`config.mk`:
```
export PLATFORM = sky130hd
export DESIGN_NAME = uart_cfg_sequencer
export DESIGN_NICKNAME = d
export VERILOG_FILES = /design/src/rtl/uart_cfg_pkg.sv /design/src/rtl/uart_cfg_ack_timer.sv /design/src/rtl/uart_cfg_sequencer.sv
export SDC_FILE = /design/constraint.sdc
export NUM_CORES = 1
export LEC_CHECK = 0
export CAP_MARGIN = 15
export CORE_ASPECT_RATIO = 0.75
export CORE_MARGIN = 2
export CORE_UTILIZATION = 35
export CTS_BUF_LIST = sky130_fd_sc_hd__clkbuf_8
export CTS_CLUSTER_DIAMETER = 100
export CTS_CLUSTER_SIZE = 10
export DETAILED_ROUTE_END_ITERATION = 10
export DONT_BUFFER_PORTS = 1
export PLACE_DENSITY_LB_ADDON = 0.1
export REMOVE_ABC_BUFFERS = 1
export SYNTH_ARGS = -nofsm -noshare
export SYNTH_HDL_FRONTEND = slang
export SYNTH_SLANG_ARGS = --single-unit
```
`constraint.sdc`:
```
create_clock -name clk_16bd -period 1.9 [get_ports clk_16bd]
set_input_delay 0.57 -clock clk_16bd [delete_from_list [all_inputs] [get_ports clk_16bd]]
set_output_delay 0.57 -clock clk_16bd [all_outputs]
set_load 0.005 [all_outputs]
```
`src/rtl/uart_cfg_pkg.sv`:
```
// uart_cfg_pkg
// Shared constants and types for the UART configuration sequencer:
//   - register-file addresses of the four frame-configuration fields
//   - register-file reset defaults (the shadows must match these)
//   - legal frame-length bounds
//   - sequencer state encoding
//   - field_address(): maps a field index 0..3 onto its register address
package uart_cfg_pkg;

  localparam logic [3:0] ADDR_PARITY       = 4'd9;
  localparam logic [3:0] ADDR_PARITY_TYPE  = 4'd10;
  localparam logic [3:0] ADDR_STOP_BITS    = 4'd11;
  localparam logic [3:0] ADDR_FRAME_LENGTH = 4'd12;

  localparam logic       RST_PARITY       = 1'b1;
  localparam logic       RST_PARITY_TYPE  = 1'b0;
  localparam logic       RST_STOP_BITS    = 1'b0;
  localparam logic [3:0] RST_FRAME_LENGTH = 4'd8;

  localparam logic [3:0] FRAME_LENGTH_MIN = 4'd5;
  localparam logic [3:0] FRAME_LENGTH_MAX = 4'd9;

  typedef enum logic [2:0] {
    ST_IDLE  = 3'd0,
    ST_SCAN  = 3'd1,
    ST_WRITE = 3'd2,
    ST_GAP   = 3'd3,
    ST_FIN   = 3'd4
  } state_e;

  // Field addresses are contiguous, so the index is simply an offset.
  function automatic logic [3:0] field_address(input logic [1:0] idx);
    return ADDR_PARITY + {2'b00, idx};
  endfunction

endpackage

```
`src/rtl/uart_cfg_ack_timer.sv`:
```
// uart_cfg_ack_timer
// Counts cycles spent waiting for a register-file acknowledge.
// Ports:
//   clk, rst_n : clock, asynchronous active-low reset
//   clear      : zero the count (asserted on the cycle that enters WRITE)
//   enable     : count this cycle (asserted in every WRITE cycle)
//   expired    : high during the TIMEOUT_CYCLES-th enabled cycle
module uart_cfg_ack_timer #(
  parameter int unsigned TIMEOUT_CYCLES = 15
) (
  input  logic clk,
  input  logic rst_n,
  input  logic clear,
  input  logic enable,
  output logic expired
);

  localparam logic [3:0] LAST_COUNT = 4'(TIMEOUT_CYCLES - 1);

  logic [3:0] count_q;
  logic [3:0] count_d;

  always_comb begin
    count_d = count_q;
    if (clear) begin
      count_d = 4'd0;
    end else if (enable) begin
      count_d = count_q + 4'd1;
    end
  end

  // The count holds the number of WRITE cycles already completed, so the
  // final permitted cycle is the one where it equals TIMEOUT_CYCLES-1.
  assign expired = enable && (count_q == LAST_COUNT);

  always_ff @(posedge clk or negedge rst_n) begin
    if (!rst_n) begin
      count_q <= 4'd0;
    end else begin
      count_q <= count_d;
    end
  end

endmodule

```
`src/rtl/uart_cfg_sequencer.sv`:
```
// uart_cfg_sequencer
// On a start request, captures a frame configuration and writes each field
// (parity, parity_type, stop_bits, frame_length) into the UART register file,
// in address order, skipping fields whose value already matches the shadow
// copy unless force_all is set.
// Build option: UART_CFG_TIMEOUT_EN enables an acknowledge timeout that
// aborts the sequence with error after TIMEOUT_CYCLES WRITE cycles.
// Ports:
//   clk_16bd, rst_n        : 16x-baud clock, asynchronous active-low reset
//   start, force_all       : request pulse (IDLE only), write-all qualifier
//   cfg_*                  : requested field values
//   busy, done, error      : status (done is a 1-cycle pulse, error sticky)
//   rf_valid/address/data  : write port to register file; rf_ack returns
//   dbg_state              : current sequencer state
// Handshake: rf_valid rises on entry to WRITE and stays high, with address
// and data stable, until the cycle rf_ack is sampled high; it is then low
// for at least one cycle (GAP) before the next write.
module uart_cfg_sequencer
  import uart_cfg_pkg::*;
#(
  parameter int unsigned TIMEOUT_CYCLES = 15
) (
  input  logic       clk_16bd,
  input  logic       rst_n,
  input  logic       start,
  input  logic       force_all,
  input  logic       cfg_parity,
  input  logic       cfg_parity_type,
  input  logic       cfg_stop_bits,
  input  logic [3:0] cfg_frame_length,
  output logic       busy,
  output logic       done,
  output logic       error,
  output logic       rf_valid,
  output logic [3:0] rf_address,
  output logic [3:0] rf_data,
  input  logic       rf_ack,
  output state_e     dbg_state
);

  if (TIMEOUT_CYCLES < 2 || TIMEOUT_CYCLES > 15) begin : g_bad_timeout
    $error("TIMEOUT_CYCLES must be in 2..15");
  end

  state_e     state_q, state_d;
  logic [2:0] idx_q, idx_d;
  logic       busy_q, busy_d;
  logic       done_q, done_d;
  logic       error_q, error_d;
  logic       valid_q, valid_d;
  logic [3:0] addr_q, addr_d;
  logic [3:0] data_q, data_d;
  logic       len_bad_q, len_bad_d;
  logic       lat_force_q, lat_force_d;
  logic       lat_parity_q, lat_parity_d;
  logic       lat_ptype_q, lat_ptype_d;
  logic       lat_stop_q, lat_stop_d;
  logic [3:0] lat_len_q, lat_len_d;
  logic       sh_parity_q, sh_parity_d;
  logic       sh_ptype_q, sh_ptype_d;
  logic       sh_stop_q, sh_stop_d;
  logic [3:0] sh_len_q, sh_len_d;

  logic [3:0] cur_val;
  logic [3:0] cur_shadow;
  logic       cur_dirty;
  logic       enter_write;
  logic       timer_expired;

  // Requested and shadow value of the field under the current index.
  always_comb begin
    cur_val    = 4'd0;
    cur_shadow = 4'd0;
    case (idx_q[1:0])
      2'd0: begin cur_val = {3'b000, lat_parity_q}; cur_shadow = {3'b000, sh_parity_q}; end
      2'd1: begin cur_val = {3'b000, lat_ptype_q};  cur_shadow = {3'b000, sh_ptype_q};  end
      2'd2: begin cur_val = {3'b000, lat_stop_q};   cur_shadow = {3'b000, sh_stop_q};   end
      default: begin cur_val = lat_len_q; cur_shadow = sh_len_q; end
    endcase
  end

  assign cur_dirty   = lat_force_q || (cur_val != cur_shadow);
  assign enter_write = (state_q == ST_SCAN) && !len_bad_q && cur_dirty;

`ifdef UART_CFG_TIMEOUT_EN
  uart_cfg_ack_timer #(
    .TIMEOUT_CYCLES(TIMEOUT_CYCLES)
  ) u_ack_timer (
    .clk     (clk_16bd),
    .rst_n   (rst_n),
    .clear   (enter_write),
    .enable  (state_q == ST_WRITE),
    .expired (timer_expired)
  );
`else
  assign timer_expired = 1'b0;
`endif

  always_comb begin
    state_d     = state_q;
    idx_d       = idx_q;
    busy_d      = busy_q;
    done_d      = 1'b0;
    error_d     = error_q;
    valid_d     = 1'b0;
    addr_d      = 4'd0;
    data_d      = 4'd0;
    len_bad_d   = len_bad_q;
    lat_force_d = lat_force_q;
    lat_parity_d = lat_parity_q;
    lat_ptype_d = lat_ptype_q;
    lat_stop_d  = lat_stop_q;
    lat_len_d   = lat_len_q;
    sh_parity_d = sh_parity_q;
    sh_ptype_d  = sh_ptype_q;
    sh_stop_d   = sh_stop_q;
    sh_len_d    = sh_len_q;

    case (state_q)
      ST_IDLE: begin
        if (start) begin
          lat_force_d  = force_all;
          lat_parity_d = cfg_parity;
          lat_ptype_d  = cfg_parity_type;
          lat_stop_d   = cfg_stop_bits;
          lat_len_d    = cfg_frame_length;
          len_bad_d    = (cfg_frame_length < FRAME_LENGTH_MIN) ||
                         (cfg_frame_length > FRAME_LENGTH_MAX);
          error_d      = 1'b0;
          idx_d        = 3'd0;
          busy_d       = 1'b1;
          state_d      = ST_SCAN;
        end
      end

      // A rejected request still spends its one SCAN cycle here, so done
      // and error for an illegal length land two cycles after start.
      ST_SCAN: begin
        if (len_bad_q) begin
          error_d = 1'b1;
          done_d  = 1'b1;
          state_d = ST_FIN;
        end else if (cur_dirty) begin
          valid_d = 1'b1;
          addr_d  = field_address(idx_q[1:0]);
          data_d  = cur_val;
          state_d = ST_WRITE;
        end else begin
          idx_d = idx_q + 3'd1;
          if (idx_q[1:0] == 2'd3) begin
            done_d  = 1'b1;
            state_d = ST_FIN;
          end
        end
      end

      ST_WRITE: begin
        if (rf_ack) begin
          case (idx_q[1:0])
            2'd0:    sh_parity_d = lat_parity_q;
            2'd1:    sh_ptype_d  = lat_ptype_q;
            2'd2:    sh_stop_d   = lat_stop_q;
            default: sh_len_d    = lat_len_q;
          endcase
          idx_d   = idx_q + 3'd1;
          state_d = ST_GAP;
        end else if (timer_expired) begin
          // Shadow untouched: the register file never confirmed the write.
          error_d = 1'b1;
          done_d  = 1'b1;
          state_d = ST_FIN;
        end else begin
          valid_d = 1'b1;
          addr_d  = addr_q;
          data_d  = data_q;
        end
      end

      ST_GAP: begin
        if (idx_q[2]) begin
          done_d  = 1'b1;
          state_d = ST_FIN;
        end else begin
          state_d = ST_SCAN;
        end
      end

      ST_FIN: begin
        busy_d  = 1'b0;
        state_d = ST_IDLE;
      end

      default: begin
        busy_d  = 1'b0;
        state_d = ST_IDLE;
      end
    endcase
  end

  always_ff @(posedge clk_16bd or negedge rst_n) begin
    if (!rst_n) begin
      state_q      <= ST_IDLE;
      idx_q        <= 3'd0;
      busy_q       <= 1'b0;
      done_q       <= 1'b0;
      error_q      <= 1'b0;
      valid_q      <= 1'b0;
      addr_q       <= 4'd0;
      data_q       <= 4'd0;
      len_bad_q    <= 1'b0;
      lat_force_q  <= 1'b0;
      lat_parity_q <= 1'b0;
      lat_ptype_q  <= 1'b0;
      lat_stop_q   <= 1'b0;
      lat_len_q    <= 4'd0;
      sh_parity_q  <= RST_PARITY;
      sh_ptype_q   <= RST_PARITY_TYPE;
      sh_stop_q    <= RST_STOP_BITS;
      sh_len_q     <= RST_FRAME_LENGTH;
    end else begin
      state_q      <= state_d;
      idx_q        <= idx_d;
      busy_q       <= busy_d;
      done_q       <= done_d;
      error_q      <= error_d;
      valid_q      <= valid_d;
      addr_q       <= addr_d;
      data_q       <= data_d;
      len_bad_q    <= len_bad_d;
      lat_force_q  <= lat_force_d;
      lat_parity_q <= lat_parity_d;
      lat_ptype_q  <= lat_ptype_d;
      lat_stop_q   <= lat_stop_d;
      lat_len_q    <= lat_len_d;
      sh_parity_q  <= sh_parity_d;
      sh_ptype_q   <= sh_ptype_d;
      sh_stop_q    <= sh_stop_d;
      sh_len_q     <= sh_len_d;
    end
  end

  assign busy       = busy_q;
  assign done       = done_q;
  assign error      = error_q;
  assign rf_valid   = valid_q;
  assign rf_address = addr_q;
  assign rf_data    = data_q;
  assign dbg_state  = state_q;

endmodule

```
# Word level (Yosys, flattened, before mapping)
# Cells that the tools add are included.
dict set report word_totals {
  regBits 34
  word_cells 89
}
dict set report classes {
  muxes 35
  n_addsub 2
  n_eq_ne 13
  n_lt_le_gt_ge 2
  reduce_logical 17
  n_bitwise 2
}
# op n
set ops {}
lappend ops {{2-to-1 mux 3 bit} 10}
lappend ops {{one-hot mux 4 bit (3 select lines)} 2}
lappend ops {{2-to-1 mux 4 bit} 5}
lappend ops {{AND reduction 3 bit} 6}
lappend ops {{one-hot mux 4 bit (2 select lines)} 2}
lappend ops {{one-hot mux 3 bit (4 select lines)} 1}
lappend ops {{2-to-1 mux 1 bit} 10}
lappend ops {{inequality test 2 bit (second input constant)} 5}
lappend ops {{one-hot mux 3 bit (3 select lines)} 1}
lappend ops {{one-hot mux 1 bit (2 select lines)} 4}
lappend ops {{== test 3 x 2 -> 1 bit (second input constant)} 2}
lappend ops {{OR reduction 3 bit} 2}
lappend ops {{AND reduction 5 bit} 1}
lappend ops {{adder 4 x 2 -> 4 bit (first input constant)} 1}
lappend ops {{== test 2 bit (second input constant)} 2}
lappend ops {{greater-than comparator 4 bit (second input constant)} 1}
lappend ops {{less-than comparator 4 x 3 -> 1 bit (second input constant)} 1}
lappend ops {{inequality test 4 x 3 -> 1 bit (second input constant)} 1}
lappend ops {{inequality test 4 bit} 1}
lappend ops {{AND reduction 2 bit} 2}
lappend ops {{adder 3 x 1 -> 3 bit (second input constant)} 1}
lappend ops {{== test 3 x 1 -> 1 bit (second input constant)} 1}
lappend ops {{logical NOT 3 bit} 1}
lappend ops {{nonzero test 3 bit} 1}
lappend ops {{other kinds (5)} 7}

# Longest topological paths before layout
dict set report logic_depth {
  word_depth 7
  mapped_depth 8
}

# Worst setup path after synthesis
# No wires, ideal clock.
dict set report synth_path {
  path_kind {flip-flop to flip-flop}
  start {register idx_q[0]}
  end {register data_q[1] (netlist: rf_data[1])}
  synth_period_minus_slack_ps 2039
  path_buffers 0
  setup_slack_ps -139
  path_stages_with_launch 9
  required_time_ps 1831
  setup_ps 69
  arrival_ps 1971
  cell_sequence {dfrtp_1 -> inv_1 -> ha_1 -> a222oi_1 -> mux2i_1 -> xor2_1 -> nor2_4 -> nor3_4 -> a32o_1}
}
dict set report synth_via {
  elab_chain_len 7
  word_cells_on_any_way 10
  classes_between {eq/ne (3); mux (5); reduce/logical (2)}
}
# element line
set synth_lines {}
lappend synth_lines {{from (decl)} uart_cfg_sequencer.sv:46} ;# logic [2:0] idx_q, idx_d;
lappend synth_lines {{from (signal assigned)} uart_cfg_sequencer.sv:222} ;# idx_q <= idx_d;
lappend synth_lines {{== test 2 bit (tied with other cells)} uart_cfg_sequencer.sv:74} ;# case (idx_q[1:0])
lappend synth_lines {{one-hot mux 4 bit (3 select lines)} uart_cfg_sequencer.sv:74}
lappend synth_lines {{inequality test 4 bit} uart_cfg_sequencer.sv:82} ;# assign cur_dirty = lat_force_q || (cur_val != cur_shadow);
lappend synth_lines {{logical OR 1 bit} uart_cfg_sequencer.sv:82}
lappend synth_lines {{2-to-1 mux 4 bit (*)} uart_cfg_sequencer.sv:143} ;# end else if (cur_dirty) begin
lappend synth_lines {{2-to-1 mux 4 bit (*)} uart_cfg_sequencer.sv:139} ;# if (len_bad_q) begin
lappend synth_lines {{one-hot mux 4 bit (2 select lines) (*)} uart_cfg_sequencer.sv:119} ;# case (state_q)
lappend synth_lines {{to (signal assigned)} uart_cfg_sequencer.sv:228} ;# data_q <= data_d;
lappend synth_lines {{to (decl)} uart_cfg_sequencer.sv:52} ;# logic [3:0] data_q, data_d;
# Every way passes the cells marked *; elsewhere a longest branch is shown, timed or not.
# A chain may end at the register's enable or synchronous reset.

# Worst setup path after layout
# Ends and elaborated chain as after synthesis.

==> results.txt <==
----------------------------------------------------
[STA]
  Highest attainable clock frequency ... 0.462 GHz
  Count of endpoints failing setup in the final report ... 16
  Max-slew violation total from the final report ... 0
  Tightest Pin Transition ... 612 ps
  Setup ws final ... -264 ps
  Final Skew ... 3.96 ps
  Post-route worst hold slack ... 106 ps
  Period utilization ... 114%
  Number of failing hold endpoints at the final stage ... 0
  Total negative setup slack ... -3390 ps
  Max_slew headroom ... 59.1%
  Post-layout min period ... 2160 ps
  RSZ-0062 raised after global routing ... true

[Setup path]
  Crit path max-delay family ... compound AO/OA/AOI/OAI gates
  Data arrival, critical path ... 2390 ps
  Crit-path cells ... inv_2 > ha_4 > a222oi_1 > mux2i_1 > xor2_1 > nor2_4 > nor3_4 > buf_12 > a32o_1
  Kind of critical path ... flop to flop
  Endpoint class of the critical path ... flop
  Worst path buffer plus inverter count ... 2
  Critical-path maximum fanout ... 9
  Startpoint type of the worst setup path ... flop
  Required time reported for the critical path endpoint ... 2120 ps
  Critical Path Slowest Stage Cell ... sky130_fd_sc_hd__dfrtp_1
  Critical path's largest stage delay ... 390 ps

[Clock tree]
  Clk sink count ... 34
  TritonCTS clock tree ... done
  Count of H-tree levels built during CTS ... 2
  Cts bufs inserted ... 5
  Clk pin slew, worst setup/hold paths ... 70 ps
  Buffer type at the clock tree root ... sky130_fd_sc_hd__clkbuf_8
  Clock Path Buffers ... 2
  Clock latency reported for the late side of the worst-skew pair ... 290 ps

[Detailed routing]
  DR iter-0 viols ... 83
  Vias per std cell ... 5.08
  Routed via count ... 1,164
  Number of nets with antenna violations after detailed routing ... 0
  Iteration count of the initial detailed-routing pass ... 5
  Per-cell routed wire length ... 15.9 um
  DRC ... 0
  Routed wire length ... 3630 um

[Power and ir drop]
  Largest vdd supply drop ... 610 uV
  Lkg Pwr ... 0.937 nW
  Power density over the cells ... 1730 nW/um^2

[Placement]
  Area after detailed placement ... 1730 um^2
  Number of input and output port buffers inserted ... 0
  Total half-perimeter wirelength after legalization and detailed placement ... 2510 um
  Placer congestion estimate ... 0.776

[Synth]
  Leading cell type by number of instances after synthesis ... sky130_fd_sc_hd__nand2_1
  Count of flip-flops with a built-in enable after synthesis ... 0
  Number of warning messages in the yosys log ... 0
  Main synth FF type ... sky130_fd_sc_hd__dfrtp_1
  Synthesized instance count ... 146
  Synthesized area ... 1570 um^2
  Ranking of synthesized cells by instance count ... sky130_fd_sc_hd__nand2_1 (35), sky130_fd_sc_hd__dfrtp_1 (32), sky130_fd_sc_hd__inv_1 (7), sky130_fd_sc_hd__mux2_2 (6), sky130_fd_sc_hd__nor2_1 (6)
  Netlist cell types ... 34
  Largest cells by area after synthesis ... sky130_fd_sc_hd__dfrtp_1 (51%), sky130_fd_sc_hd__nand2_1 (8.4%), sky130_fd_sc_hd__mux2_2 (4.3%), sky130_fd_sc_hd__dfstp_2 (3.4%), sky130_fd_sc_hd__a32o_1 (3.2%)
  Number of synthesized register bits ... 34
  Fraction of synthesized cell area taken by the top area cell type ... 51.1%
  Avg Synthesized Cell Area ... 10.7 um^2
  Post-synthesis sequential area ratio ... 54.4%
  Share of flip-flops with an asynchronous set or reset after synthesis ... 100%
  Cell taking the most area after synthesis ... sky130_fd_sc_hd__dfrtp_1

[Die]
  Number of placement rows ... 21
  Vertical extent of the die ... 62.0 um
  Die footprint ... 5040 um^2
  Initial core utilization ... 35.7%
  Die extent in x ... 81.3 um
  Standard cell core area ... 4390 um^2
  Boundary Pins ... 27

[Status]
  Run status ... complete, but fails checks
  Failing checks ... setup timing

[Cells and area]
  Layout filler cell count ... 419
  Design Area, Final ... 1960 um^2
  Proportion of layout cells with a drive suffix above 1 ... 30.8%
  Antenna diode instance count ... 0
  Area Overhead vs Synth ... 24.9%
  NumNets Final ... 187

[GRT]
  Global routing met1 resource utilization ... 22.1%
  Overall Global Routing Usage ... 16.4%
  Global-route wire length before repair ... 6020 um
  Via count of the first global-routing pass ... 1,216
  GR met2 Demand/Resource ... 24.9%
  Met3 Usage GRT ... 4.34%
  Overflow after GRT ... 0
  Pin count of the biggest net entering global routing ... 33
  Grt peak-use layer ... met2
  Number of antenna violations at the first check in global routing ... 0

[Run]
  Max-cap violations ... 0

[Hold path]
  Class of the tightest hold or removal check ... input port to async pin

----------------------------------------------------
cell usage in the layout, fill, tap and decap left out, types with 2 or more instances in the layout:
cell / n
sky130_fd_sc_hd__a222oi_1: 2
sky130_fd_sc_hd__xnor2_1: 3
sky130_fd_sc_hd__ha_2: 3
sky130_fd_sc_hd__dfrtp_1: 31
sky130_fd_sc_hd__mux2i_1: 3
sky130_fd_sc_hd__dfstp_2: 2
sky130_fd_sc_hd__buf_12: 2
sky130_fd_sc_hd__buf_4: 20
sky130_fd_sc_hd__clkbuf_8: 5
sky130_fd_sc_hd__o31ai_1: 2
sky130_fd_sc_hd__nor2_1: 6
sky130_fd_sc_hd__mux2_2: 6
sky130_fd_sc_hd__o211ai_1: 2
sky130_fd_sc_hd__a2111oi_2: 2
sky130_fd_sc_hd__nand2_1: 35
sky130_fd_sc_hd__a32o_1: 5
sky130_fd_sc_hd__o21ai_0: 5
sky130_fd_sc_hd__clkinv_2: 2
sky130_fd_sc_hd__a22o_1: 3
sky130_fd_sc_hd__a21oi_1: 4
sky130_fd_sc_hd__inv_2: 2
sky130_fd_sc_hd__nor3_2: 2
sky130_fd_sc_hd__a21o_1: 2
sky130_fd_sc_hd__nand3_1: 3
sky130_fd_sc_hd__inv_1: 5
per-layer routing:
layer | vias up | routed length (um)
met5 | - | 0
met4 | 0 | 73
met3 | 8 | 173
met2 | 39 | 1650
met1 | 559 | 1730
li1 | 558 | -
power by group:
| group | switching, W | internal, W | total [W] |
|---|---|---|---|
| Combinational | 0.000779 | 0.000748 | 0.00153 |
| Sequential | 0.000224 | 0.000992 | 0.00122 |
| Clock | 0.000263 | 0.000386 | 0.000648 |
| Total | 0.00127 | 0.00213 | 0.00339 |
timing repair:
| action | in CTS | in global routing |
|---|---|---|
| setup buffers | 5 | 3 |
| resized for setup | 7 | 6 |
| hold endpoints to repair | 32 | 0 |
| setup endpoints to repair | 16 | 16 |
| hold buffers | 1 | 0 |
| pin swaps | 5 | 7 |
cell type report:
class	count	area, um^2	share of cell area [%]
clock inverters	3	40.0	2.04
multi-input cells	100	696	35.5
clock buffers	5	68.8	3.51
inverters	7	26.3	1.34
flip-flops and latches	34	855	43.6
repair buffers	23	201	10.3
well taps	57	71.3	3.64
state kept, by name, indices dropped and copies added (netlist names):
register and cells:
rf_valid 1, dbg_state 3, sh_ptype_q 1, rf_data 4
lat_len_q 4, error 1, busy 1, rf_address 4
sh_len_q 4, sh_parity_q 1, lat_parity_q 1, done 1
lat_stop_q 1, lat_ptype_q 1, sh_stop_q 1, idx_q 3
lat_force_q 1, len_bad_q 1
final timing paths:
path	to	slack (ps)	start	cells after the start
setup / recovery	rf_data[1]	-260	idx_q[0]	9
hold / removal	len_bad_q	110	rst_n	1
max in group asynchronous	idx_q[1]	1600	rst_n	1
min in group clk_16bd	lat_ptype_q	390	cfg_parity_type	2
hold reg to reg	sh_len_q[0]	490	sh_len_q[0]	2
setup reg to reg	rf_data[1]	-260	idx_q[0]	9
cells by family after synthesis:
family | count (synthesis) | synth area share [%]
simple gates | 52 | 15.3
flops | 34 | 54.4
compound gates | 31 | 15.3
buf+inv | 12 | 3.27
mux | 9 | 6.22
xor+xnor | 4 | 2.24
fa+ha+maj | 4 | 3.19
worst register-to-register path, delay by kind of cell (launching register included):
family	cells	cell delay [ps]
and+or+nand+nor	2	320
adders and majority gates	1	170
xor gates and xnor gates	1	360
DFF	1	390
AOI/OAI and AO/OA	2	490
muxes	1	160
buffers and inverters	2	220
per-stage QoR:
step	worst slack [ps]	cells	utilization, %	total power, W
3_5_place_dp	-535	212	39.5	0.00246
2_1_floorplan	-139	141	-	0.00198
5_1_grt	-391	229	44.6	0.00366
6_report	-264	229	44.6	0.00339
3_3_place_gp	-240	212	39.5	0.00244
4_1_cts	-198	226	43.6	0.00327
No activity file was read; power rests on OpenSTA's default activity.
